==> config.mk <==
export PLATFORM = sky130hd
export DESIGN_NAME = rescap_sweep_ctrl
export DESIGN_NICKNAME = d
export VERILOG_FILES = /design/src/rtl/rescap_sweep_ctrl_pkg.sv /design/src/rtl/rescap_sweep_ctrl_meas_hs.sv /design/src/rtl/rescap_sweep_ctrl.sv
export SDC_FILE = /design/constraint.sdc
export NUM_CORES = 1
export LEC_CHECK = 0
export ABC_AREA = 0
export BUFFER_PORTS_ARGS = -buffer_cell sky130_fd_sc_hd__buf_2
export CAP_MARGIN = 20
export CORE_UTILIZATION = 35
export DETAILED_ROUTE_END_ITERATION = 8
export GPL_TIMING_DRIVEN = 0
export PLACE_DENSITY = 0.63
export SKIP_CTS_REPAIR_TIMING = 1
export SYNTH_ARGS = -nofsm -noshare
export SYNTH_HDL_FRONTEND = slang
export SYNTH_HIERARCHICAL = 1
export SYNTH_SLANG_ARGS = --single-unit
==> constraint.sdc <==
create_clock -name clk -period 9.7 [get_ports clk]
set_input_delay 0.485 -clock clk [delete_from_list [all_inputs] [get_ports clk]]
set_output_delay 0.485 -clock clk [all_outputs]
set_load 0.005 [all_outputs]
==> src/rtl/rescap_sweep_ctrl_pkg.sv <==
`default_nettype none
// ============================================================================
// Module   : rescap_ctrl_pkg
// Purpose  : Shared types and default widths for the supply sweep sequencer.
// Revision : 1.0 - initial release
// ============================================================================
package rescap_ctrl_pkg;

    localparam int C_CODE_W   = 8;
    localparam int C_SETTLE_W = 16;
    localparam int C_RES_W    = 12;

    typedef enum logic [2:0] {
        ST_IDLE   = 3'd0,
        ST_SETTLE = 3'd1,
        ST_MEAS   = 3'd2,
        ST_STEP   = 3'd3,
        ST_DONE   = 3'd4
    } sweep_state_t;

    typedef struct packed {
        logic [C_CODE_W-1:0] code;
        logic [C_RES_W-1:0]  data;
    } meas_result_t;

endpackage
`default_nettype wire

==> src/rtl/rescap_sweep_ctrl_meas_hs.sv <==
`default_nettype none
// ============================================================================
// Module   : rescap_meas_hs
// Purpose  : Probe req/ack handshake with ack timeout and result capture.
// Revision : 1.0 - initial release
// ============================================================================
module rescap_meas_hs
    import rescap_ctrl_pkg::*;
#(
    parameter int CODE_W      = C_CODE_W,
    parameter int RES_W       = C_RES_W,
    parameter int ACK_TIMEOUT = 1024
) (
    input  logic              clk,
    input  logic              rst_n,
    input  logic              i_launch,
    input  logic              i_abort,
    input  logic [CODE_W-1:0] i_code,
    input  logic              i_meas_ack,
    input  logic [RES_W-1:0]  i_meas_data,
    output logic              o_meas_req,
    output logic              o_ack_seen,
    output logic              o_timeout,
    output logic              o_res_valid,
    output logic              o_err_timeout,
    output logic [CODE_W-1:0] o_res_code,
    output logic [RES_W-1:0]  o_res_data
);

    localparam int              TO_W        = $clog2(ACK_TIMEOUT + 1);
    localparam logic [TO_W-1:0] C_WAIT_LAST = TO_W'(ACK_TIMEOUT - 1);

    logic            r_req;
    logic [TO_W-1:0] r_wait;
    logic            r_res_valid;
    logic            r_err_timeout;
    meas_result_t    r_res;

    // ack is only meaningful while a request is outstanding
    assign o_ack_seen = r_req & i_meas_ack;
    assign o_timeout  = r_req & ~i_meas_ack & (r_wait == C_WAIT_LAST);

    always_ff @(posedge clk or negedge rst_n) begin
        if (!rst_n) begin
            r_req         <= 1'b0;
            r_wait        <= '0;
            r_res_valid   <= 1'b0;
            r_err_timeout <= 1'b0;
            r_res         <= '0;
        end else begin
            r_res_valid   <= 1'b0;
            r_err_timeout <= 1'b0;
            if (i_abort) begin
                r_req <= 1'b0;
            end else if (i_launch) begin
                r_req  <= 1'b1;
                r_wait <= '0;
            end else if (r_req) begin
                if (i_meas_ack) begin
                    r_req       <= 1'b0;
                    r_res_valid <= 1'b1;
                    r_res       <= '{code: C_CODE_W'(i_code), data: C_RES_W'(i_meas_data)};
                end else if (r_wait == C_WAIT_LAST) begin
                    r_req         <= 1'b0;
                    r_err_timeout <= 1'b1;
                end else begin
                    r_wait <= r_wait + TO_W'(1);
                end
            end
        end
    end

    assign o_meas_req    = r_req;
    assign o_res_valid   = r_res_valid;
    assign o_err_timeout = r_err_timeout;
    assign o_res_code    = CODE_W'(r_res.code);
    assign o_res_data    = RES_W'(r_res.data);

endmodule
`default_nettype wire

==> src/rtl/rescap_sweep_ctrl.sv <==
`default_nettype none
// ============================================================================
// Module   : rescap_sweep_ctrl
// Purpose  : Steps the supply DAC code, settles, and requests one probe
//            measurement per step.
// Revision : 1.0 - initial release
// ============================================================================
module rescap_sweep_ctrl
    import rescap_ctrl_pkg::*;
#(
    parameter int CODE_W      = C_CODE_W,
    parameter int SETTLE_W    = C_SETTLE_W,
    parameter int RES_W       = C_RES_W,
    parameter int ACK_TIMEOUT = 1024
) (
    input  logic                clk,
    input  logic                rst_n,
    input  logic                start,
    input  logic                abort,
    input  logic [CODE_W-1:0]   cfg_start_code,
    input  logic [CODE_W-1:0]   cfg_stop_code,
    input  logic [CODE_W-1:0]   cfg_step,
    input  logic [SETTLE_W-1:0] cfg_settle,
    input  logic                meas_ack,
    input  logic [RES_W-1:0]    meas_data,
    output logic [CODE_W-1:0]   dac_code,
    output logic                dac_en,
    output logic                meas_req,
    output logic                res_valid,
    output logic [CODE_W-1:0]   res_code,
    output logic [RES_W-1:0]    res_data,
    output logic                busy,
    output logic                done,
    output logic                err_cfg,
    output logic                err_timeout
);

    sweep_state_t        r_state;
    sweep_state_t        w_state_nxt;
    logic [CODE_W-1:0]   r_stop;
    logic [CODE_W-1:0]   r_step;
    logic [SETTLE_W-1:0] r_settle;
    logic [SETTLE_W-1:0] r_cnt;
    logic [CODE_W-1:0]   r_dac_code;
    logic                r_dac_en;
    logic                r_done;
    logic                r_err_cfg;

    logic                w_accept;
    logic                w_cfg_bad;
    logic                w_launch;
    logic                w_advance;
    logic                w_finish;
    logic                w_kill;
    logic                w_ack_seen;
    logic                w_timeout;
    logic [CODE_W:0]     w_sum;

    // one extra bit so a step past the top code cannot wrap back into range
    assign w_sum = {1'b0, r_dac_code} + {1'b0, r_step};

    always_ff @(posedge clk or negedge rst_n) begin
        if (!rst_n) r_state <= ST_IDLE;
        else        r_state <= w_state_nxt;
    end

    always_comb begin
        w_state_nxt = r_state;
        w_accept    = 1'b0;
        w_cfg_bad   = 1'b0;
        w_launch    = 1'b0;
        w_advance   = 1'b0;
        w_finish    = 1'b0;
        w_kill      = 1'b0;
        case (r_state)
            ST_IDLE: begin
                if (start && !abort) begin
                    if ((cfg_step == '0) || (cfg_start_code > cfg_stop_code)) begin
                        w_cfg_bad = 1'b1;
                    end else begin
                        w_accept    = 1'b1;
                        w_state_nxt = ST_SETTLE;
                    end
                end
            end
            ST_SETTLE: begin
                if (abort) begin
                    w_kill      = 1'b1;
                    w_state_nxt = ST_IDLE;
                end else if (r_cnt == r_settle) begin
                    w_launch    = 1'b1;
                    w_state_nxt = ST_MEAS;
                end
            end
            ST_MEAS: begin
                if (abort || w_timeout) begin
                    w_kill      = 1'b1;
                    w_state_nxt = ST_IDLE;
                end else if (w_ack_seen) begin
                    w_state_nxt = ST_STEP;
                end
            end
            ST_STEP: begin
                if (abort) begin
                    w_kill      = 1'b1;
                    w_state_nxt = ST_IDLE;
                end else if (w_sum > {1'b0, r_stop}) begin
                    w_finish    = 1'b1;
                    w_state_nxt = ST_DONE;
                end else begin
                    w_advance   = 1'b1;
                    w_state_nxt = ST_SETTLE;
                end
            end
            ST_DONE: begin
                w_state_nxt = ST_IDLE;
            end
            default: begin
                w_kill      = 1'b1;
                w_state_nxt = ST_IDLE;
            end
        endcase
    end

    always_ff @(posedge clk or negedge rst_n) begin
        if (!rst_n) begin
            r_stop     <= '0;
            r_step     <= '0;
            r_settle   <= '0;
            r_cnt      <= '0;
            r_dac_code <= '0;
            r_dac_en   <= 1'b0;
            r_done     <= 1'b0;
            r_err_cfg  <= 1'b0;
        end else begin
            r_done    <= w_finish;
            r_err_cfg <= w_cfg_bad;
            if (w_accept) begin
                r_stop     <= cfg_stop_code;
                r_step     <= cfg_step;
                r_settle   <= cfg_settle;
                r_cnt      <= '0;
                r_dac_code <= cfg_start_code;
                r_dac_en   <= 1'b1;
            end else if (w_kill || w_finish) begin
                r_dac_code <= '0;
                r_dac_en   <= 1'b0;
            end else if (w_advance) begin
                r_dac_code <= w_sum[CODE_W-1:0];
                r_cnt      <= '0;
            end else if (r_state == ST_SETTLE) begin
                r_cnt <= r_cnt + SETTLE_W'(1);
            end
        end
    end

    rescap_meas_hs #(
        .CODE_W      (CODE_W),
        .RES_W       (RES_W),
        .ACK_TIMEOUT (ACK_TIMEOUT)
    ) u_meas_hs (
        .clk           (clk),
        .rst_n         (rst_n),
        .i_launch      (w_launch),
        .i_abort       (abort),
        .i_code        (r_dac_code),
        .i_meas_ack    (meas_ack),
        .i_meas_data   (meas_data),
        .o_meas_req    (meas_req),
        .o_ack_seen    (w_ack_seen),
        .o_timeout     (w_timeout),
        .o_res_valid   (res_valid),
        .o_err_timeout (err_timeout),
        .o_res_code    (res_code),
        .o_res_data    (res_data)
    );

    assign dac_code = r_dac_code;
    assign dac_en   = r_dac_en;
    assign busy     = (r_state != ST_IDLE);
    assign done     = r_done;
    assign err_cfg  = r_err_cfg;

endmodule
`default_nettype wire

Yosys cells after proc, flatten, opt, wreduce, memory -nomap -nowiden. Cells that the tools add are included.

Register bits: 96. Output and inout port bits: 35. Word-level logic and storage cells: 111.

Add/subtract/negate cells: 3. Magnitude comparators: 2. Eq/ne operators: 13. Muxes and demuxes: 54. Bitwise gates (word level): 6. Reduce and logical (&&, ||, !) cells: 18.

Operators with widths (number): $mux W16 (4); $mux W11 (4); $mux W1 (33); $mux W3 (8); $mux W8 (3); $add A16 B1 Y16 const B (1); $eq A16 B16 Y1 (1); $pmux W3 S4 (1); $reduce_and A4 Y1 (3); $add A11 B1 Y11 const B (1); $eq A11 B10 Y1 const B (1); $add A8 B8 Y9 (1); $gt A9 B8 Y1 (1); $reduce_bool A3 Y1 (3); $gt A8 B8 Y1 (1); $logic_not A8 Y1 (1); $eq A3 B2 Y1 const B (2); $ne A2 B2 Y1 const B (3); $ne A2 B1 Y1 const B (2); $reduce_bool A2 Y1 (2); $reduce_or A2 Y1 (2); $and A1 B1 Y1 (3); $eq A3 B1 Y1 const B (1); $eq A3 B3 Y1 const B (1); other kinds (9) (13).

Logic depth before layout (Yosys ltp). Gate-level depths: netlist of the first run.

Depth after elaboration: 9. Depth in mapped cells: 14. Depth with buffers taken out: 13.

Hierarchy. Netlist of the first run, hierarchy kept.

By module, submodules not included: rescap_sweep_ctrl (instances 1, cells each 357, area an instance 3584.7 um^2, sequential area each 1551.5 um^2); rescap_meas_hs (instances 1, cells each 123, area an instance 1512.7 um^2, sequential area each 850.8 um^2).

Worst setup path before layout of the first run. OpenSTA, ideal clock, no wires.

Kind: reg-to-reg. From: register r_dac_code[2] (netlist: dac_code[2]). To: register r_cnt[2]. Setup time: 0.133 ns. Arrival time: 3.224 ns. Data required time: 9.567 ns. Setup slack: 6.342 ns. Stages on the path, launching flop included: 15. Period minus slack after synthesis: 3.358 ns. Cells stage by stage: dfrtp_1 ha_1 and3_1 a221o_1 o41ai_1 xor2_1 inv_1 ha_1 nand4_1 or2_2 a21oi_1 o211ai_1 clkbuf_1 nand4_1 o21ai_0.

Cells in the longest elaborated chain, start to end: 8.

RTL lines: start, declared (RTL line rescap_sweep_ctrl.sv:44) `logic [CODE_W-1:0] r_dac_code;`; start signal, assigned (RTL line rescap_sweep_ctrl.sv:143) `r_dac_code <= cfg_start_code;`; start signal, assigned (RTL line rescap_sweep_ctrl.sv:149) `r_dac_code <= w_sum[CODE_W-1:0];`; $add A8 B8 Y9 (*) (RTL line rescap_sweep_ctrl.sv:60) `assign w_sum = {1'b0, r_dac_code} + {1'b0, r_step};`; $gt A9 B8 Y1 (*) (RTL line rescap_sweep_ctrl.sv:107) `end else if (w_sum > {1'b0, r_stop}) begin`; $mux W1 (RTL line rescap_sweep_ctrl.sv:107); $mux W1 (RTL line rescap_sweep_ctrl.sv:104) `if (abort) begin`; $mux W1 (RTL line rescap_sweep_ctrl.sv:75) `case (r_state)`; $mux W16 / $logic_or A1 B1 Y1 (equally long branches) (RTL line rescap_sweep_ctrl.sv:148, rescap_sweep_ctrl.sv:145); $mux W16 / $ne A2 B2 Y1 (equally long branches); $mux W16 / $reduce_and A2 Y1 (equally long branches); end signal, assigned (RTL line rescap_sweep_ctrl.sv:152) `r_cnt <= r_cnt + SETTLE_W'(1);`; end, declared (RTL line rescap_sweep_ctrl.sv:43) `logic [SETTLE_W-1:0] r_cnt;`.

Mark *: on every way between the ends. The rest lies on a longest branch, timed or not. The select of a mux whose other input is x is not followed. A chain may end at the register's enable or synchronous reset.

Final worst setup path of the first run.
From: register r_dac_code[2] (netlist: dac_code[2]). To: register r_cnt[3].

The elaborated chain is that of the path after synthesis.

==> summary.txt, run 1 <==
Status
  • Run status: finished, final reports clean

Floorplan
  • Die Span Y: 123 µm
  • Core area: ~14,000 µm²
  • Site row count: 43
  • Die footprint: about 15,000 µm²
  • Starting Density: a little over a third
  • Die W: roughly 120 µm
  • I/O pins: 92

Timing
  • Tcrit/Tclk final: between 40% and 50%
  • Slew Limit Fails: 0
  • RSZ-0062 raised after global routing: false
  • Worst Max-Slew Pin Slew: 758 ps
  • Max frequency: about 0.24 GHz
  • Final setup violation count: 0
  • Slew HR: around 49%
  • Setup TNS: 0 ps
  • Clk_skew: slightly below 10 ps
  • Final min period: approximately 4200 ps
  • Endpoints failing hold: 0

CTS
  • Clk_lat worst skew: between 300 and 400 ps
  • Root Driver: clkbuf_16
  • TritonCTS clock tree: done
  • Clock Pin Slew Worst Setup and Hold Paths: about 70 ps
  • Clock tree buffer depth: 2
  • CTS H-tree depth: 3
  • Cts bufs inserted: 9
  • Clock sink count: 96

Worst setup path
  • WP data required: 9970 ps
  • WS Path Type: reg -> reg
  • Crit path max fanout: 10
  • Worst EP arrival: 4430 ps
  • Crit start category: register
  • Setup crit end kind: register

Pwr
  • Total Power: roughly 1.5 mW
  • Peak supply drop: between 100 and 150 µV
  • Pwr dens: between 200 and 250 nW/µm²
  • Pleak: just under 3 nW

GRT
  • Tot GR Track Use: 17.0%
  • Largest net degree at the start of global routing: 61
  • Global-route wire length before repair: 19,600 µm
  • Vias in the first global route: ~4,000
  • Remaining Overflow, GRT: 0
  • Initial antenna violation count: 0

Detailed routing
  • Total DRC errors in the routed layout: 0
  • Post-route ant nets: 0
  • Pre-antenna DRT Iters: 4
  • Wirelength per Cell: between 15 and 20 µm
  • Post-Route WL: approximately 12,000 µm
  • Via density: ~5.3
  • Vias: 4,075
  • DR iter-0 viols: about 190

Layout
  • Final nets: around 670
  • Layout cells sized above 1: 26.6%
  • Fill count: between 1,000 and 1,500
  • Commonest non-fill, non-tap cells in the layout: dfrtp_1, buf_2, nand2_1
  • Commonest non-fill, non-tap cell in the layout: dfrtp_1
  • Area Growth Syn to Fin: 19.4%
  • ANT cells: 0

Synth
  • Synthesized instance count: 480
  • Ys async rst share: 100%
  • Sequential share of the synthesized area: between 40% and 50%
  • Prevailing post-synth register cell: dfrtp_1
  • Mapped Nets: between 500 and 600
  • Synth Warn #: 6
  • Number of synthesized flops with an enable pin: 0
  • Synth Area per Inst: ~11 µm²
  • Synth cell types: 60
  • Post-synthesis register bit count: between 90 and 100
  • Post-Syn Area: around 5100 µm²

Min path
  • Hold Crit Class: in -> async

Flow run
  • Max-Cap Viols: 0

Placement
  • Dpl hpwl: between 9000 and 10,000 µm
  • Gpl congestion: approximately 0.9
  • PortBufs: between 90 and 100
-- flip-flops by register name, indices dropped and copies added, names as in the netlist --
| register | count |
|---|---|
| dac_code | 8 |
| dac_en | 1 |
| done | 1 |
| err_cfg | 1 |
| r_cnt | 16 |
| r_settle | 16 |
| r_state | 3 |
| r_step | 8 |
| r_stop | 8 |
| u_meas_hs/o_err_timeout | 1 |
| u_meas_hs/o_meas_req | 1 |
| u_meas_hs/o_res_code | 8 |
| u_meas_hs/o_res_data | 12 |
| u_meas_hs/o_res_valid | 1 |
| u_meas_hs/r_wait | 11 |
-- worst max-delay path, cell delays in order (launching register included) --
cell	delay (ps)
dfrtp_1	450
ha_1	390
and3_1	210
a221o_1	340
o41ai_1	380
xor2_1	260
inv_1	80
ha_1	320
nand4_1	100
or2_2	100
a21oi_1	70
o211ai_1	550
clkbuf_1	530
nand4_1	180
o21ai_0	110
-- cell usage after synthesis (2+ instances only) --
cell / n / area (µm²)
o21ai_0: 32 / 160
mux2_1: 13 / 146
clkbuf_1: 7 / 26.3
inv_1: 27 / 101
nor3b_1: 2 / 15.0
a21oi_1: 10 / 50.1
a31oi_1: 8 / 50.1
a221o_1: 4 / 40.0
dfrtp_1: 96 / 2400
o311ai_0: 2 / 17.5
ha_1: 26 / 325
xor2_1: 3 / 26.3
a2bb2oi_1: 2 / 17.5
nand4_1: 21 / 131
mux2i_1: 3 / 30.0
nor3_1: 9 / 45.0
or4_1: 4 / 30.0
and3_1: 4 / 25.0
a21o_1: 4 / 30.0
nor2b_1: 6 / 37.5
or2_2: 2 / 12.5
nand2_1: 39 / 146
o211ai_1: 5 / 37.5
nor2_1: 22 / 82.6
a32oi_1: 4 / 35.0
nand3_1: 16 / 80.1
mux2_2: 33 / 372
a211o_1: 2 / 17.5
nor4_2: 2 / 25.0
nor4_1: 6 / 37.5
o21a_1: 4 / 30.0
buf_2: 5 / 25.0
and2_1: 4 / 25.0
or3_1: 4 / 25.0
xnor2_1: 20 / 175
buf_4: 3 / 22.5
nand2b_1: 3 / 18.8
-- path summary, 6_finish.rpt --
kind,slack (ps),to,from,cells past startpoint
min,100,r_stop[6],rst_n,1
min reg2reg,500,r_cnt[15],r_cnt[15],1
max in group asynchronous,8930,r_cnt[13],rst_n,2
min in group clk,360,r_settle[14],cfg_settle[14],2
max,5540,r_cnt[3],dac_code[2],14
max reg2reg,5540,r_cnt[3],dac_code[2],14
-- logic make-up after synthesis --
family / after synthesis / share of synthesized area, %
DFF: 96 / 47.1
and+or+nand+nor: 154 / 16.2
muxes: 49 / 10.8
adders and majority gates: 27 / 6.77
buffers and inverters: 44 / 3.95
xor gates and xnor gates: 23 / 3.95
AOI/OAI and AO/OA: 87 / 11.2
-- per-layer routing --
metal / vias up / global-route usage (%) / part of all wire (%)
li1: 1952 / - / -
met1: 1984 / 23.3 / 48
met2: 124 / 26.7 / 46
met3: 15 / 3.62 / 4.6
met4: 0 / 5.49 / 1.4
met5: - / 0 / 0
-- layout make-up --
| cell class | count | area, µm² | share of cell area, % |
|---|---|---|---|
| multi-input combinational | 340 | 2490 | 41.0 |
| sequential | 96 | 2400 | 39.5 |
| timing repair buffer | 92 | 485 | 7.98 |
| clock buffer | 11 | 233 | 3.82 |
| tap | 180 | 225 | 3.70 |
| inverter | 27 | 101 | 1.67 |
| buffer | 17 | 100 | 1.65 |
| clock inverter | 3 | 43.8 | 0.720 |
-- per-stage QoR --
| stage | util [%] | hold WS, ps | cells | setup WS, ps | cell area [µm²] |
|---|---|---|---|---|---|
| 2_1_floorplan | - | 189 | 480 | 6340 | 5100 |
| 3_3_place_gp | 41.1 | 468 | 751 | 5760 | 5780 |
| 3_5_place_dp | 41.4 | 489 | 752 | 5660 | 5810 |
| 4_1_cts | 43.3 | 114 | 766 | 5630 | 6080 |
| 5_1_grt | 43.3 | 131 | 766 | 5310 | 6080 |
| 6_report | 43.3 | 97.4 | 766 | 5540 | 6080 |
-- power breakdown --
part           switching, mW  internal (mW)  total [mW]
Clock                  0.149          0.198       0.347
Sequential            0.0736          0.491       0.565
Combinational          0.300          0.253       0.553
Note: power is estimated with default switching activity, not from simulation.
==> run 2: changes to the inputs <==
--- a/config.mk
+++ b/config.mk
@@ -11,7 +11,7 @@
 export CORE_UTILIZATION = 35
 export DETAILED_ROUTE_END_ITERATION = 8
 export GPL_TIMING_DRIVEN = 0
-export PLACE_DENSITY = 0.63
+export PLACE_DENSITY = 0.65
 export SKIP_CTS_REPAIR_TIMING = 1
 export SYNTH_ARGS = -nofsm -noshare
 export SYNTH_HDL_FRONTEND = slang
==> constraint.sdc (replaced) <==
create_clock -name clk -period 3.5 [get_ports clk]
set_input_delay 0.175 -clock clk [delete_from_list [all_inputs] [get_ports clk]]
set_output_delay 0.175 -clock clk [all_outputs]
set_load 0.005 [all_outputs]
==> summary.txt, run 2 (synthesis results as in run 1) <==
Layout
  • Area Growth Syn to Fin: 24.6%
  • Design area: ~6400 µm²
  • Commonest non-fill, non-tap cells in the layout: buf_2, dfrtp_1, nand2_1
  • Layout cells sized above 1: approximately a third
  • Fill count: 1,318
  • Post-Layout Cell Count: 786
  • ANT cells: 0
  • Commonest non-fill, non-tap cell in the layout: buf_2
  • Final nets: roughly 690

Min path
  • Hold Crit Class: in -> reg

Detailed routing
  • Met3 WL post-DR: slightly below 700 µm
  • Vias: just over 4,000
  • DR iter-0 viols: approximately 220
  • Top Metal Used: met4
  • Total DRC errors in the routed layout: 0
  • WL met1: approximately 5600 µm
  • WL met2: 5740 µm
  • Post-route ant nets: 0
  • Pre-antenna DRT Iters: 5
  • Wirelength per Cell: between 15 and 20 µm
  • Post-Route WL: roughly 12,000 µm
  • Via density: around 5.3

Worst setup path
  • Worst EP arrival: around 3700 ps
  • Setup crit end kind: register
  • Crit path max fanout: 4
  • Delay of the slowest critical-path stage: ~460 ps
  • WS Path Type: reg -> reg
  • Delay-heaviest family, CP: compound AO/OA/AOI/OAI gates
  • Crit start category: register
  • WP data required: between 3000 and 4000 ps
  • Crit path top cell by count: ha_4
  • Cell Chain, Critical Path: ha_4 -> a21o_1 -> a221o_1 -> o41ai_2 -> xor2_1 -> inv_1 -> ha_4 -> nand4_1 -> or2_4 -> a21oi_2 -> o211ai_1 -> buf_4 -> o21a_1 -> o32ai_1
  • Buf/Inv on CP: 2
  • Slowest CP cell: dfrtp_2

GRT
  • Initial antenna violation count: 0
  • Vias in the first global route: between 3,000 and 4,000
  • Largest net degree at the start of global routing: a little over 60
  • Tot GR Track Use: 17.1%
  • Global-route wire length before repair: 19,600 µm
  • Remaining Overflow, GRT: 0

Floorplan
  • Starting Density: approximately 36%
  • Die Span Y: approximately 120 µm
  • Site row count: 43
  • I/O pins: 92
  • Core area: approximately 14,000 µm²
  • Die footprint: approximately 15,000 µm²
  • Die W: 123 µm

Pwr
  • Sequential share of power: a little over a third
  • Internal power: 2.78 mW
  • Comb power frac: between 40% and 50%
  • Peak supply drop: 330 µV
  • Pwr dens: between 600 and 700 nW/µm²
  • Sw power: between 1.5 and 2 mW
  • Total Power: around 4.3 mW
  • Pleak: ~3 nW
  • Clock power frac: a little over a fifth
  • Sw Ratio: 36.0%

CTS
  • Root Driver: clkbuf_16
  • TritonCTS clock tree: done
  • Clock Pin Slew Worst Setup and Hold Paths: approximately 70 ps
  • CTS H-tree depth: 3
  • Clock tree buffer depth: 2
  • Cts bufs inserted: 9
  • Clk_lat worst skew: 350 ps
  • Clock sink count: 96

Placement
  • Dpl ws: -448 ps
  • # placed instances: 752
  • PortBufs: 91
  • Gpl congestion: ~0.93
  • Dpl hpwl: roughly 9000 µm
  • Post-DP Area: 5810 µm²

Timing
  • Post-route setup slack: around 24 ps
  • RSZ-0062 raised after global routing: true
  • Worst Max-Slew Pin Slew: about 710 ps
  • Max frequency: about 0.29 GHz
  • Endpoints failing hold: 0
  • Final min period: ~3500 ps
  • Slew HR: between 50 and 60%
  • Final setup violation count: 0
  • Slew Limit Fails: 0
  • Tcrit/Tclk final: approximately 99%
  • Clk_skew: 8.79 ps
  • Smallest hold slack: about 38 ps

Status
  • Run status: finished, final reports clean

Flow run
  • Max-Cap Viols: 0
-- run 2: cell count changes in the layout (fill, tap and decap cells not counted), moves of 2 or more --
cell / delta
buf_4: +18
o21ai_0: -7
o21ai_1: +7
dfrtp_1: -6
dfrtp_2: +6
ha_1: -6
ha_4: +5
a21oi_1: -2
a21oi_2: +2
clkbuf_1: -2
clkinvlp_4: +2
-- run 2: layout make-up --
type                    count  area, µm²  share of cell area (%)
repair buffers            110        623                    9.81
clock inverters             5       37.5                   0.591
flip-flops and latches     96       2410                    37.9
clock buffers              11        243                    3.82
plain buffers              17        104                    1.63
well taps                 180        225                    3.55
multi-input cells         340       2610                    41.1
inverters                  27        101                    1.60
-- run 2: per-stage QoR --
step / TNS [ps] / util, %
2_1_floorplan: 0 / -
3_3_place_gp: -6040 / 41.1
3_5_place_dp: -5840 / 41.4
4_1_cts: -7160 / 43.4
5_1_grt: -1160 / 45.2
6_report: 0 / 45.2
-- run 2: worst reg2reg max path, cell delays in order, from the launching register on --
cell and delay, ps:
dfrtp_2 460, ha_4 230, a21o_1 160, a221o_1 350, o41ai_2 410, xor2_1 250
inv_1 110, ha_4 280, nand4_1 80, or2_4 260, a21oi_2 130, o211ai_1 170
buf_4 200, o21a_1 100, o32ai_1 200
-- run 2: path summary, 6_finish.rpt --
check | to | slack (ps) | depth (start not counted) | start
max | r_state[0] | 20 | 14 | dac_code[1]
min | r_settle[12] | 40 | 2 | cfg_settle[12]
max reg2reg | r_state[0] | 20 | 14 | dac_code[1]
min reg2reg | r_state[1] | 490 | 1 | r_state[2]
max in group asynchronous | dac_code[0] | 2490 | 3 | rst_n
min in group asynchronous | r_stop[6] | 340 | 2 | rst_n
-- run 2: power groups by stage --
stage / clock, mW / combinational (mW) / sequential (mW)
after floorplan: 0 / 1.12 / 1.52
after global placement: 0 / 1.45 / 1.57
after detailed placement: 0 / 1.50 / 1.58
after CTS: 0.983 / 1.51 / 1.57
after global routing: 1.01 / 2.04 / 1.60
final: 0.943 / 1.83 / 1.57
-- run 2: metal layers --
metal  global-route usage (%)  vias to the layer above
li1                         -                     1992
met1                     23.5                     2020
met2                     26.3                      121
met3                     4.23                       10
met4                     5.18                        0
met5                        0                        -
